**src/rtl/capture_ram_pkg.sv**
```systemverilog
// capture_ram_pkg: state encoding, CSR offsets and CTRL bit positions for capture_ram
package capture_ram_pkg;
  typedef enum logic [1:0] {S_IDLE = 2'd0, S_ARMED = 2'd1, S_POST = 2'd2, S_DONE = 2'd3} state_t;
  localparam int CSR_CTRL     = 0;
  localparam int CSR_STATUS   = 1;
  localparam int CSR_TRIG_PTR = 2;
  localparam int CSR_POST     = 3;
  localparam int CSR_TSTAMP   = 4;
  localparam int CTRL_ARM     = 0;
  localparam int CTRL_ABORT   = 1;
endpackage

```
**src/rtl/capture_ram_dpram.sv**
```systemverilog
// capture_ram_dpram: one write port, one synchronous read-first read port
// Ports: clk; we/waddr/wdata write port; re/raddr read port; q registered read data (holds between reads)
module capture_ram_dpram #(
  parameter int DW = 8,
  parameter int AW = 6
) (
  input  logic          clk,
  input  logic          we,
  input  logic [AW-1:0] waddr,
  input  logic [DW-1:0] wdata,
  input  logic          re,
  input  logic [AW-1:0] raddr,
  output logic [DW-1:0] q
);
  logic [DW-1:0] mem [2**AW];
  always_ff @(posedge clk) begin
    if (we) mem[waddr] <= wdata;
    if (re) q <= mem[raddr];
  end
endmodule

```
**src/rtl/capture_ram.sv**
```systemverilog
// capture_ram: host-accessible capture RAM fed by a sample stream under an arm/trigger/post-trigger FSM
// Ports: clk, rst (async, active-high); in_data/in_valid/trig sample stream;
//   host_addr/host_wdata/host_we/host_re host bus; host_rdata/host_rvalid read return (latency 1);
//   armed (ARMED or POST), capture_done (DONE).
// Option: define CAPTURE_RAM_TSTAMP_EN for a 32-bit cycle counter latched into TSTAMP at the trigger.
module capture_ram
  import capture_ram_pkg::*;
#(
  parameter int AW     = 24,
  parameter int DW     = 32,
  parameter int RAM_DW = 8,
  parameter int RAM_AW = 6,
  parameter int BASE   = 'h100
) (
  input  logic              clk,
  input  logic              rst,
  input  logic [RAM_DW-1:0] in_data,
  input  logic              in_valid,
  input  logic              trig,
  input  logic [AW-1:0]     host_addr,
  input  logic [DW-1:0]     host_wdata,
  input  logic              host_we,
  input  logic              host_re,
  output logic [DW-1:0]     host_rdata,
  output logic              host_rvalid,
  output logic              armed,
  output logic              capture_done
);
  state_t state_q, state_d;
  logic [RAM_AW-1:0] wptr, trig_ptr, cnt, post_sat;
  logic [RAM_AW:0] post_q;
  logic wrap, in_ram, ctrl_wr, do_abort, do_arm, cap, trig_hit, host_ram_we, rd_ram;
  logic [DW-1:0] csr_rd, rd_csr;
  logic [RAM_DW-1:0] ram_q;
  logic [31:0] tstamp;
  logic unused_ok;
  assign unused_ok = ^host_wdata;
  assign in_ram = host_addr[AW-1:RAM_AW] == (AW-RAM_AW)'(BASE >> RAM_AW);
  assign ctrl_wr = host_we && host_addr == AW'(CSR_CTRL);
  assign do_abort = ctrl_wr && host_wdata[CTRL_ABORT];
  assign do_arm = ctrl_wr && host_wdata[CTRL_ARM] && !do_abort;
  // a sample coinciding with an arm/abort write is not captured
  assign cap = in_valid && !do_abort && !do_arm && (state_q == S_ARMED || state_q == S_POST);
  assign trig_hit = cap && trig && state_q == S_ARMED;
  assign host_ram_we = host_we && in_ram && (state_q == S_IDLE || state_q == S_DONE);
  assign post_sat = post_q[RAM_AW] ? '1 : post_q[RAM_AW-1:0];
  assign host_rdata = rd_ram ? DW'(ram_q) : rd_csr;
  always_comb begin
    state_d = do_abort ? S_IDLE :
              do_arm ? S_ARMED :
              trig_hit ? (post_sat == '0 ? S_DONE : S_POST) :
              (cap && state_q == S_POST && cnt == RAM_AW'(1)) ? S_DONE : state_q;
  end
  always_comb begin
    csr_rd = host_addr == AW'(CSR_STATUS)   ? DW'({wrap, state_q}) :
             host_addr == AW'(CSR_TRIG_PTR) ? DW'(trig_ptr) :
             host_addr == AW'(CSR_POST)     ? DW'(post_q) :
             host_addr == AW'(CSR_TSTAMP)   ? DW'(tstamp) : '0;
  end
  always_ff @(posedge clk or posedge rst) begin
    if (rst) begin
      state_q <= S_IDLE;
      wptr <= '0;
      wrap <= 1'b0;
      trig_ptr <= '0;
      post_q <= '0;
      cnt <= '0;
      armed <= 1'b0;
      capture_done <= 1'b0;
      host_rvalid <= 1'b0;
      rd_ram <= 1'b0;
      rd_csr <= '0;
    end else begin
      state_q <= state_d;
      armed <= state_d == S_ARMED || state_d == S_POST;
      capture_done <= state_d == S_DONE;
      host_rvalid <= host_re;
      if (host_re) begin
        rd_ram <= in_ram;
        rd_csr <= csr_rd;
      end
      if (host_we && host_addr == AW'(CSR_POST)) post_q <= host_wdata[RAM_AW:0];
      if (do_arm) begin
        wptr <= '0;
        wrap <= 1'b0;
      end else if (cap) begin
        wptr <= wptr + 1'b1;
        if (wptr == '1) wrap <= 1'b1;
      end
      if (trig_hit) begin
        trig_ptr <= wptr;
        cnt <= post_sat;
      end else if (cap && state_q == S_POST) cnt <= cnt - 1'b1;
    end
  end
`ifdef CAPTURE_RAM_TSTAMP_EN
  logic [31:0] cyc;
  always_ff @(posedge clk or posedge rst) begin
    if (rst) begin
      cyc <= '0;
      tstamp <= '0;
    end else begin
      cyc <= cyc + 1'b1;
      if (do_arm) tstamp <= '0;
      else if (trig_hit) tstamp <= cyc;
    end
  end
`else
  assign tstamp = '0;
`endif
  capture_ram_dpram #(.DW(RAM_DW), .AW(RAM_AW)) u_ram (
    .clk   (clk),
    .we    (cap || host_ram_we),
    .waddr (cap ? wptr : host_addr[RAM_AW-1:0]),
    .wdata (cap ? in_data : host_wdata[RAM_DW-1:0]),
    .re    (host_re && in_ram),
    .raddr (host_addr[RAM_AW-1:0]),
    .q     (ram_q)
  );
endmodule

```
**config.mk**
```make
export PLATFORM = sky130hd
export DESIGN_NAME = capture_ram
export DESIGN_NICKNAME = d
export VERILOG_FILES = /design/src/rtl/capture_ram_pkg.sv /design/src/rtl/capture_ram_dpram.sv /design/src/rtl/capture_ram.sv
export SDC_FILE = /design/constraint.sdc
export NUM_CORES = 1
export LEC_CHECK = 0
export ABC_AREA = 1
export BUFFER_PORTS_ARGS = -buffer_cell sky130_fd_sc_hd__buf_2
export CAP_MARGIN = 20
export CORE_UTILIZATION = 35
export CTS_CLUSTER_DIAMETER = 150
export CTS_CLUSTER_SIZE = 28
export DETAILED_ROUTE_END_ITERATION = 7
export PLACE_DENSITY = 0.5
export SETUP_SLACK_MARGIN = 0.02
export SYNTH_ARGS = -nofsm -noshare
export SYNTH_HDL_FRONTEND = slang
export SYNTH_SLANG_ARGS = --single-unit
```
**constraint.sdc**
```tcl
create_clock -name clk -period 5.25 [get_ports clk]
set_input_delay 1.05 -clock clk [delete_from_list [all_inputs] [get_ports clk]]
set_output_delay 1.05 -clock clk [all_outputs]
set_load 0.005 [all_outputs]
```
==> run metrics <==
number of clock sinks=559; Root Buffer Master=clkbuf_16; top-area cell type share of the netlist area=68.6%; Crit path buffers/inverters=3; Syn Area/Cell=12.8 sq um; outcome=completed; clock network power share=28.9%; Fin Clk Skew=about 0.017 ns; reported net switching power=1710 uW; post-synth cell types=47; fmax=281 MHz; number of antenna repair diodes=0; total length of routed wires=61.4 mm; count of flip-flops with a built-in enable after synthesis=520; critical path cell sequence=inv_1, ha_1, nor2_1, nand2_4, inv_2, nand2_1, nand2_2, buf_4; routed via count divided by cell count=5.14; TritonCTS clock tree=built; post-cts repair resize count=0; Layout Cell Area excl Fill=around 25000 sq um; cell accounting for the most synthesized area=edfxtp_1; leakage power of the design=0.00847 uW; total negative slack for setup checks=0 ns; flop2flop setup slack=between 1.5 and 2 ns; share of post-route cells with drive strength above 1=between 10% and 20%; Post-Synthesis Cells=about 1800; Overall Global Routing Usage=18.3%; sequential cell area fraction in the yosys report=between 70% and 80%; Slowest-stage cell, CP=nor2_1; first-pass GRT wire length=90.2 mm; largest net degree at the start of global routing=129; Layout Nets=1946; hold crit path type=register to register; vias in the first global route=13500; max-cap viol count=0; std cell rows=93; number of buffers inserted during clock tree synthesis=23; data required time of the critical path=5.61 ns; die footprint=66100 sq um; slew at the pin with the worst max-slew slack=between 0.9 and 1 ns; core area=64300 sq um; total power divided by cell area=approximately 300 nW/um^2; endpoints failing setup=0; Min Clock Period, post-route=between 3 and 4 ns; DRC Markers=0; width of the die=257 microns; capturing element type of the critical path=register; Peak VDD IR=0.206 mV; final HPWL from detailed placement=37.6 mm; number of iterations in the first detailed-routing pass=6; cell area after technology mapping=22800 sq um; slowest cell delay on critical path=just under 0.6 ns; arrival time of the worst setup path=3.92 ns; Routed Antenna Nets=0; Clock Path Buffers=3; Hold Fails Final Rpt=0; Buffers on Ports=56; total vias in the final route=between 10000 and 15000; Syn-to-layout area delta=10.6%; Critical Path Source Type=register; final weighted congestion in routability-driven placement=0.847; register share of total power=64.5%; detailed-route wire length per cell=22.4 microns; gr ovfl total=0; Final Max Slew Viols=0; critical path peak fanout=33; die outline height=257 microns; Skew-Pair Late Insertion Delay=0.60 ns; fraction of registers with async set or reset after synthesis=6.98%; initial cell density of the core=between 30 and 40%; combinational cell fraction of total power=6.6%; antenna violations before repair=0; Primary FF master, synth=edfxtp_1; DRC violation total after the first TritonRoute iteration=between 1000 and 1500; number of ports placed on the die boundary=105; register clock-pin slew on the reported worst setup and hold paths=around 0.11 ns; CTS hold repair buffers=0; most common cell in the synthesized netlist=edfxtp_1; worst reg2reg startpoint=state_q[0]$_DFF_PP0_; switching fraction of total power=22.6%; type of the setup path with the least slack=register to register; Max transition margin=approximately 37%; Post-Place Cell Area=24500 sq um; synthesis warning total=0; RSZ-0062 raised after global routing=false; total of flip-flops plus latches after synthesis=~560; HP Start=wrap$_DFFE_PP0P_; CP top delay family=simple AND/OR/NAND/NOR gates; Worst Setup SP=state_q[0]$_DFF_PP0_; final worst-path cycle share=67.9%; CTS H-tree depth=1; ranking of synthesized cells by instance count=edfxtp_1 (520), nand2_1 (484), nor2_1 (113); Post-CTS Setup Bufs=0; main area contributors after synthesis=edfxtp_1 (69%), nand2_1 (8.0%), dfrtp_1 (4.3%); internal portion of total power=5840 uW
-- path summary, 6_finish.rpt --
path / to / depth (start not counted)
setup / recovery: u_ram.mem[2][5]$_DFFE_PP_ / 8
hold / removal: wrap$_DFFE_PP0P_ / 2
setup reg to reg: u_ram.mem[2][5]$_DFFE_PP_ / 8
hold reg to reg: wrap$_DFFE_PP0P_ / 2
max in group asynchronous: rd_csr[2]$_DFFE_PP0P_ / 3
min in group asynchronous: cnt[0]$_DFFE_PP0P_ / 3
-- cells by family after synthesis --
group           count (synthesis)  synth area share (%)
xor+xnor                        7                 0.269
mux                             2                0.0989
compound gates                249                  7.25
fa+ha+maj                       6                 0.330
simple gates                  793                  15.7
other cells                     1                0.0165
flops                         559                  72.9
buf+inv                       166                  3.42
-- per-layer routing --
layer / GRT usage [%] / up-vias / routed length, microns
li1: - / 6559 / -
met1: 26.3 / 7088 / 28200
met2: 29.7 / 385 / 28800
met3: 2.09 / 55 / 3160
met4: 4.35 / 0 / 1280
met5: 0 / - / 0
-- stage by stage --
step	setup slack, ns	instances	total power [uW]	util, %	hold WS, ns
4_1_cts	1.68	2742	7600	39.1	0.522
3_5_place_dp	1.14	2700	5470	38.1	0.493
6_report	1.69	2742	7540	39.1	0.521
3_3_place_gp	1.15	2700	5470	38.1	0.490
2_1_floorplan	0.856	1806	5250	-	0.462
5_1_grt	1.45	2742	7770	39.1	0.580
-- sequential cells by signal (all words and copies together) (netlist names), 2 cells and up --
signal     count
cnt            6
post_q         7
rd_csr         7
state_q        2
trig_ptr       6
u_ram.mem    512
u_ram.q        8
wptr           6
-- layout make-up --
cell class	instances	area, sq um
Fill cell	6039	39200
Sequential cell	559	16600
Multi-Input combinational cell	1081	5530
Timing Repair Buffer	147	1100
Tap cell	855	1070
Clock buffer	41	643
Inverter	58	230
Clock inverter	1	8.76
-- worst reg2reg max path: cells and delay by family (launching register included) --
kind / cells / cell delay [ns]
flops: 1 / 0.40
fa+ha+maj: 1 / 0.26
buf+inv: 3 / 0.97
simple gates: 4 / 1.66
-- placed cells by master, fill, tap and decap left out, types with 6 or more instances in the layout --
master     count
conb_1        24
inv_1         48
nand3_1       68
nand2_1      477
ha_1           6
nor3_1         9
a41oi_1       15
clkbuf_1      18
o211ai_1       6
a22oi_1       97
a21oi_1       46
dfrtp_1       39
nand2_2       14
nand4_1       67
nand3_2        7
buf_12        11
nor2_1       109
buf_4         80
edfxtp_1     520
buf_2         56
nand2_4        8
nand4_4        8
nor2_2        14
a211oi_1      10
o21ai_0       51
clkbuf_16     23
-- power by group through the flow --
| stage | Combinational, uW | Sequential, uW | Clock [uW] |
|---|---|---|---|
| 2_1_floorplan | 283 | 4970 | 0 |
| 3_3_place_gp | 498 | 4970 | 0 |
| 3_5_place_dp | 502 | 4970 | 0 |
| 4_1_cts | 504 | 4870 | 2230 |
| 5_1_grt | 540 | 4870 | 2370 |
| 6_report | 499 | 4870 | 2180 |
Power figures use the tool's default switching activity.
